[config.mk]
export PLATFORM = sky130hd
export DESIGN_NAME = switch_arbiter
export DESIGN_NICKNAME = d
export VERILOG_FILES = /design/src/rtl/switch_arbiter.sv
export SDC_FILE = /design/constraint.sdc
export NUM_CORES = 1
export LEC_CHECK = 0
export ABC_AREA = 0
export CORE_UTILIZATION = 38
export DETAILED_ROUTE_END_ITERATION = 12
export HOLD_SLACK_MARGIN = 0.03
export PLACE_DENSITY_LB_ADDON = 0.2
export SYNTH_ARGS = -nofsm -noshare
export SYNTH_HDL_FRONTEND = slang
export SYNTH_SLANG_ARGS = --single-unit
[constraint.sdc]
create_clock -name clk -period 5.35 [get_ports clk]
set_clock_uncertainty 0.2 [all_clocks]
set_input_delay 1.07 -clock clk [delete_from_list [all_inputs] [get_ports clk]]
set_output_delay 1.07 -clock clk [all_outputs]
set_load 0.02 [all_outputs]
[src/rtl/switch_arbiter.sv]
// Round-robin arbiter for a 4-port switch: registered pop grant in C+1, output valid/select in C+2.
// A port is eligible only when every target output is ready, so multicast never gets a partial set of its outputs.
module switch_arbiter #(
  parameter int NUM_PORTS = 4,
  parameter int SEL_W     = 2,
  parameter int DROP_W    = 8
) (
  input  logic                       clk,
  input  logic                       rst_n,
  input  logic [NUM_PORTS-1:0]       req_valid,
  input  logic [4*NUM_PORTS-1:0]     req_target,
  input  logic [NUM_PORTS-1:0]       out_ready,
  output logic [NUM_PORTS-1:0]       grant,
  output logic [NUM_PORTS-1:0]       out_valid,
  output logic [SEL_W*NUM_PORTS-1:0] out_sel,
  output logic [DROP_W-1:0]          drop_count
);

  logic [NUM_PORTS-1:0]       grant_q, grant_d;
  logic [SEL_W-1:0]           rr_q, rr_d;
  logic [NUM_PORTS-1:0]       pend_vld_q, pend_vld_d;
  logic [SEL_W*NUM_PORTS-1:0] pend_sel_q, pend_sel_d;
  logic [NUM_PORTS-1:0]       out_valid_q;
  logic [SEL_W*NUM_PORTS-1:0] out_sel_q, out_sel_d;
  logic [DROP_W-1:0]          drop_q, drop_d;

  logic [NUM_PORTS-1:0] claimed;
  logic [NUM_PORTS-1:0] mask;
  logic [SEL_W-1:0]     idx;
  logic                 found;
  logic [2:0]           drops;
  logic [DROP_W:0]      drop_sum;

  always_comb begin
    grant_d    = '0;
    pend_sel_d = pend_sel_q;
    rr_d       = rr_q;
    claimed    = '0;
    mask       = '0;
    idx        = '0;
    found      = 1'b0;
    drops      = '0;
    for (int k = 0; k < NUM_PORTS; k++) begin
      idx  = rr_q + SEL_W'(k);
      mask = req_target[int'(idx)*NUM_PORTS +: NUM_PORTS];
      // A port granted last cycle still shows its popped head; skip it.
      if (req_valid[idx] && !grant_q[idx] &&
          ((mask & ~out_ready) == '0) && ((mask & claimed) == '0)) begin
        grant_d[idx] = 1'b1;
        claimed      = claimed | mask;
        for (int j = 0; j < NUM_PORTS; j++) begin
          if (mask[j]) pend_sel_d[j*SEL_W +: SEL_W] = idx;
        end
        if (!found) begin
          found = 1'b1;
          rr_d  = idx + 1'b1;
        end
        if (mask == '0) drops = drops + 3'd1;
      end
    end
    pend_vld_d = claimed;

    drop_sum = {1'b0, drop_q} + (DROP_W+1)'(drops);
    drop_d   = drop_sum[DROP_W] ? {DROP_W{1'b1}} : drop_sum[DROP_W-1:0];

    out_sel_d = out_sel_q;
    for (int j = 0; j < NUM_PORTS; j++) begin
      if (pend_vld_q[j]) out_sel_d[j*SEL_W +: SEL_W] = pend_sel_q[j*SEL_W +: SEL_W];
    end
  end

  always_ff @(posedge clk or negedge rst_n) begin
    if (!rst_n) begin
      grant_q     <= '0;
      rr_q        <= '0;
      pend_vld_q  <= '0;
      pend_sel_q  <= '0;
      out_valid_q <= '0;
      out_sel_q   <= '0;
      drop_q      <= '0;
    end else begin
      grant_q     <= grant_d;
      rr_q        <= rr_d;
      pend_vld_q  <= pend_vld_d;
      pend_sel_q  <= pend_sel_d;
      out_valid_q <= pend_vld_q;
      out_sel_q   <= out_sel_d;
      drop_q      <= drop_d;
    end
  end

  assign grant      = grant_q;
  assign out_valid  = out_valid_q;
  assign out_sel    = out_sel_q;
  assign drop_count = drop_q;

endmodule

======== Yosys cells after proc, flatten, opt, wreduce, memory -nomap -nowiden ========
Index checks and enable logic that the tools add are counted.
operators by class
  div/mod/pow operators ................... 0
  bitwise logic cells ..................... 14
  equality and inequality tests ........... 0
  $add $sub $neg .......................... 10
  reduce and logical (&&, ||, !) cells .... 30
  multiply operators ...................... 0
  multiplexer cells ....................... 71
  magnitude comparators ................... 8
  shift-type cells ........................ 4
operators by type and width
  kind                                                                                 number
  16-bit by 5-bit variable part select with 4-bit output                               4
  2-bit two-way mux                                                                    23
  4-bit logical NOT                                                                    11
  8-bit two-way mux                                                                    5
  4-bit two-way mux                                                                    8
  4-bit bitwise AND                                                                    7
  4-bit OR                                                                             6
  3-bit two-way mux                                                                    7
  1-bit binary-select mux with 2-bit select                                            8
  1-bit two-way mux                                                                    16
  1-bit logical AND                                                                    15
  2-bit by 3-bit < comparator with 1-bit output, second input constant                 4
  3-bit by 1-bit adder with 3-bit output, second input constant                        3
  8-bit by 3-bit adder with 9-bit output                                               1
  2-bit by 1-bit adder with 2-bit output, second input constant                        4
  1-bit demux with 2-bit select                                                        4
  2-bit by 1-bit greater-or-equal comparator with 1-bit output, second input constant  4
  2-bit adder, second input constant                                                   2
  1-bit logical NOT                                                                    4
  4-bit NOT                                                                            1
word-level totals
  memories ................................ 0
  RAM bits ................................ 0
  register bits ........................... 38
  ROM bits ................................ 0
  logic and storage cells ................. 147
  bits in latches ......................... 0
  input bits .............................. 26
  output and inout port bits .............. 24

======== Depth between registers and ports, before layout ========
  depth in word-level cells ............... 20
  depth in mapped cells ................... 24
  gate-level depth less buffers ........... 19

======== Worst setup path after synthesis ========
Ideal clock, no wire load.
  kind .................................... register -> register
  start point ............................. reg rr_q[0]
  end point ............................... reg drop_q[5] (netlist: drop_count[5])
  arrival ................................. 5.198 ns
  path buffers ............................ 5
  stages on the path, launching flop included .. 25
  setup slack ............................. -0.175 ns
  cells stage by stage .................... dfrtp_1 -> buf_6 -> buf_12 -> buf_4 -> inv_1 -> ha_1 -> buf_2 -> buf_2 -> mux2_2 -> a22oi_1 -> nand4_1 -> or2_2 -> a21oi_2 -> mux2i_1 -> inv_1 -> ha_1 -> mux2_2 -> ha_1 -> mux2_4 -> ha_1 -> a21o_1 -> a21oi_1 -> nor2_1 -> xnor2_1 -> nand2_1
between the ends
  word-level cells in the longest chain between the ends .. 20
  elaborated cells between the ends (all ways) .. 74
  those cells by class .................... add/sub: 7; shift: 4; mux: 28; bitwise: 9; reduce/logical: 26
ends and longest elaborated chain
  item                                                                             line  source
  from (decl)                                                                      20    logic [SEL_W-1:0] rr_q, rr_d;
  from (signal assigned)                                                           83    rr_q <= rr_d;
  branches (longest 17 deep; another with 3-bit by 1-bit adder with 3-bit output)  --
  3-bit two-way mux (*)                                                            47    if (req_valid[idx] && !grant_q[idx] &&
  8-bit by 3-bit adder with 9-bit output (*)                                       63    drop_sum = {1'b0, drop_q} + (DROP_W+1)'(drops);
  8-bit two-way mux (*)                                                            64    drop_d = drop_sum[DROP_W] ? {DROP_W{1'b1}} : drop_sum[DROP_W-1:0];
  via drop_d[5]                                                                    25    logic [DROP_W-1:0] drop_q, drop_d;
  to (signal assigned)                                                             88    drop_q <= drop_d;
  to (decl)                                                                        25
Mark *: on every way through the listed nets, which the timed path passes. The select of a mux whose other input is x is not followed.
A chain may end at the register's enable or synchronous reset.

======== Final worst setup path ========
  start point ............................. in req_target[8]
  end point ............................... reg drop_q[5] (netlist: drop_count[5])
between the ends
  word-level cells in the longest chain between the ends .. 19
  elaborated cells between the ends (all ways) .. 47
  those cells by class .................... add/sub: 4; shift: 4; mux: 12; bitwise: 9; reduce/logical: 18
ends and longest elaborated chain
  item                                                                             line  source
  from (decl)                                                                      11    input logic [4*NUM_PORTS-1:0] req_target,
  branches (longest 16 deep; another with 3-bit by 1-bit adder with 3-bit output)  --
  3-bit two-way mux (*)                                                            47
  8-bit by 3-bit adder with 9-bit output (*)                                       63
  8-bit two-way mux (*)                                                            64
  via drop_d[5]                                                                    25
Mark *: on every way through the listed nets, which the timed path passes.

==> key figures <==
Final layout
  • N_diodes: 0
  • Final Instance Area: 4380 um^2
  • Synth-to-Final Area Change: 37.2%
  • Final Util: 0.535
  • Nets: 456
  • Fraction of layout cells with a size suffix above 1: 0.300

Yosys
  • Synthesized netlist cell count: between 300 and 400
  • Synth Register Bits: 38
  • Yosys warns: 0
  • Post-synthesis net count: approximately 350
  • Seq/Total Area, Yosys: 0.298
  • Syn Area/Cell: a little over 10 um^2
  • Number of synthesized flops with an enable pin: 0
  • Synth Cell Area: roughly 3200 um^2
  • Top FF cell, synth: dfrtp_1
  • Asr flop ratio synth: 1.00
  • Cell variety after synth: 57

Clocking
  • Clock Sink Count: 38
  • H-tree levels: 2
  • Clk_lat worst skew: about 0.28 ns
  • CTS tree: done
  • Max clock buf depth: 2
  • Num CTS Buffers: 5
  • CTS Hold Bufs: 0
  • Clk root buf: clkbuf_8
  • Reg clk slew, reported paths: about 0.070 ns

Worst setup path
  • Worst path most repeated cell: ha_1
  • Critical path cell sequence: clkdlybuf4s50_1, buf_4, mux4_2, nor4_1, ha_1, mux2i_2, inv_1, ha_1, mux2_4, ha_4, mux2_4, ha_1, a21o_1, a21oi_2, nor2_1, xnor2_1, nand2_1
  • WP data required: 5.32 ns
  • Worst stage delay on the critical path: approximately 0.55 ns
  • Crit path kind: in -> reg
  • Worst Path Max Fanout: 6
  • Worst EP arrival: between 5 and 6 ns
  • Slowest stage cell, crit path: mux4_2
  • Crit path capture type: register
  • CP startpoint kind: primary input

STA
  • Final hold viol count: 0
  • Tmin final: 5.25 ns
  • Worst-margin pin slew: 0.852 ns
  • Final setup viols: 0
  • Max Slew Vio Count: 0
  • Hold Slack: about 0.23 ns
  • Final period utilization: 0.982
  • Max Freq: 0.190 GHz
  • Slew headroom: 0.432
  • RSZ-0062 raised after global routing: no

Floorplanning
  • Initial Util: 0.390
  • Ports: 50
  • Die Y: 93.6 um
  • Die area: 8760 um^2
  • Rows: 33
  • Total core area: just over 8000 um^2
  • Die span in x: between 90 and 100 um

Run status
  • Violated checks: design-rule violations
  • Status: finished with violations

Global routing
  • Overflow left after global routing: 0
  • Vias in the first global route: 2884
  • Met1 GRT Util: 0.302
  • Busiest grt layer: met2
  • GRT met2 Usage: 0.373
  • Initial antenna violation count: 0
  • Largest net degree at the start of global routing: 39
  • First-pass GRT wire length: roughly 15000 um
  • Total track usage: 0.223
  • Met3 usage in global routing: 0.0228

Placement
  • Port bufs: 49
  • Gpl congestion: around 0.97
  • Detailed-placement wirelength estimate: around 7400 um
  • DP Area: roughly 4200 um^2

Detailed routing
  • Final wirelength: about 9400 um
  • Detailed Routing Iterations Pass 1: 9
  • Via Count: a little over 3000
  • Antenna Nets Post-Route: 0
  • Drt via density: 5.84
  • Drt wl/cell: roughly 18 um
  • Drc violations: 1
  • Iter 0 DRT Violations: between 200 and 250

Power
  • Pwr Total: between 2000 and 3000 uW
  • Cell area power density: roughly 630 nW/um^2
  • Lkg Pwr: between 0.002 and 0.0025 uW
  • Peak supply drop: ~0.33 mV

Job
  • MaxCap Viol Count: 0

Min path
  • Hold Crit Class: reg -> reg
[sequential cells by signal, indices dropped and copies added, names as in the netlist]
name        flops
drop_count      8
grant           4
out_sel         8
out_valid       4
pend_sel_q      8
pend_vld_q      4
rr_q            2
[worst paths after layout]
kind,start,endpoint,slack (ns),depth (start not counted)
min in group asynchronous,rst_n,drop_count[1],0.69,1
worst max register to register,rr_q[0],drop_count[5],0.25,18
worst min register to register,pend_vld_q[3],out_valid[3],0.23,0
max in group asynchronous,rst_n,out_valid[0],3.72,1
worst min-delay path,pend_vld_q[3],out_valid[3],0.23,0
worst max-delay path,req_target[8],drop_count[5],0.1,17
[worst max-delay path, delay by kind of cell]
family	cells	cell delay, ns
compound gates	2	0.37
xor+xnor	1	0.16
fa+ha+maj	4	1.11
buf+inv	3	0.64
mux	4	1.31
simple gates	3	0.55
[kinds of logic (layout without fill, tap and decap cells)]
group           after synthesis  after routing  share of synthesized area
compound gates               78             78                      0.192
mux                          46             46                      0.237
xor+xnor                      8              8                     0.0220
simple gates                102            102                      0.156
flops                        38             38                      0.298
fa+ha+maj                    11             11                     0.0455
buf+inv                      29            137                     0.0491
[cell usage in the layout (no fill, tap or decap), types with 3 or more instances in the layout]
cell / synthesis / final
a21boi_0: 4 / 4
a21oi_1: 11 / 9
a21oi_2: 2 / 3
a222oi_1: 8 / 8
a22oi_1: 9 / 8
a31oi_1: 3 / 3
a32oi_1: 9 / 9
and3_1: 6 / 6
buf_4: 1 / 63
clkbuf_8: 0 / 6
clkdlybuf4s50_1: 0 / 37
dfrtp_1: 38 / 38
dlymetal6s2s_1: 0 / 10
ha_1: 10 / 9
inv_1: 16 / 16
mux2_2: 18 / 17
mux2i_1: 7 / 6
mux4_1: 5 / 3
mux4_2: 15 / 17
nand2_1: 36 / 35
nand3_1: 20 / 19
nand4_1: 3 / 3
nor2_1: 11 / 10
nor2b_1: 7 / 7
nor3_1: 6 / 5
nor4_1: 4 / 4
o21ai_0: 6 / 6
o22ai_1: 4 / 4
xnor2_1: 4 / 4
xor2_1: 4 / 4
[per-stage QoR]
step | instances | TNS [ns] | setup WS [ns]
floorplan | 312 | 0 | 0.00491
global placement | 516 | -2.55 | -0.360
detailed placement | 516 | -3.32 | -0.451
CTS | 525 | 0 | 0.00220
global route | 525 | 0 | 0.00632
finish | 525 | 0 | 0.0969
[cells in the mapped netlist, types with 8 or more instances]
cell	count	share of area
nand3_1	20	0.031
nor2_1	11	0.013
a222oi_1	8	0.025
a21oi_1	11	0.017
inv_1	16	0.019
mux2_2	18	0.064
a32oi_1	9	0.025
mux4_2	15	0.11
dfrtp_1	38	0.30
a22oi_1	9	0.021
nand2_1	36	0.042
ha_1	10	0.039
[per-layer routing]
layer | routed length, um | vias to the layer above
met5 | 0 | -
met2 | 4600 | 111
met3 | 469 | 17
li1 | - | 1437
met4 | 232 | 0
met1 | 4140 | 1503
[report_power, final]
part	internal, uW	total (uW)	switching [uW]
combinational	962	2080	1120
clock	104	201	96.6
sequential	403	464	60.6
[layout make-up]
class                           count  area (um^2)
Clock buffer                        7         86.3
Clock inverter                      1         5.00
Fill cell                         746         3800
Inverter                           16         60.1
Multi-Input combinational cell    245         2150
Sequential cell                    38          951
Tap cell                          105          131
Timing Repair Buffer              113          993
[repair_timing]
action | 4_1_cts | 5_1_grt
setup endpoints to repair | 8 | 8
pin swaps | 3 | 10
resized for setup | 7 | 21
buffers inserted | 1 | 0
(Power assumes the default switching activity.)
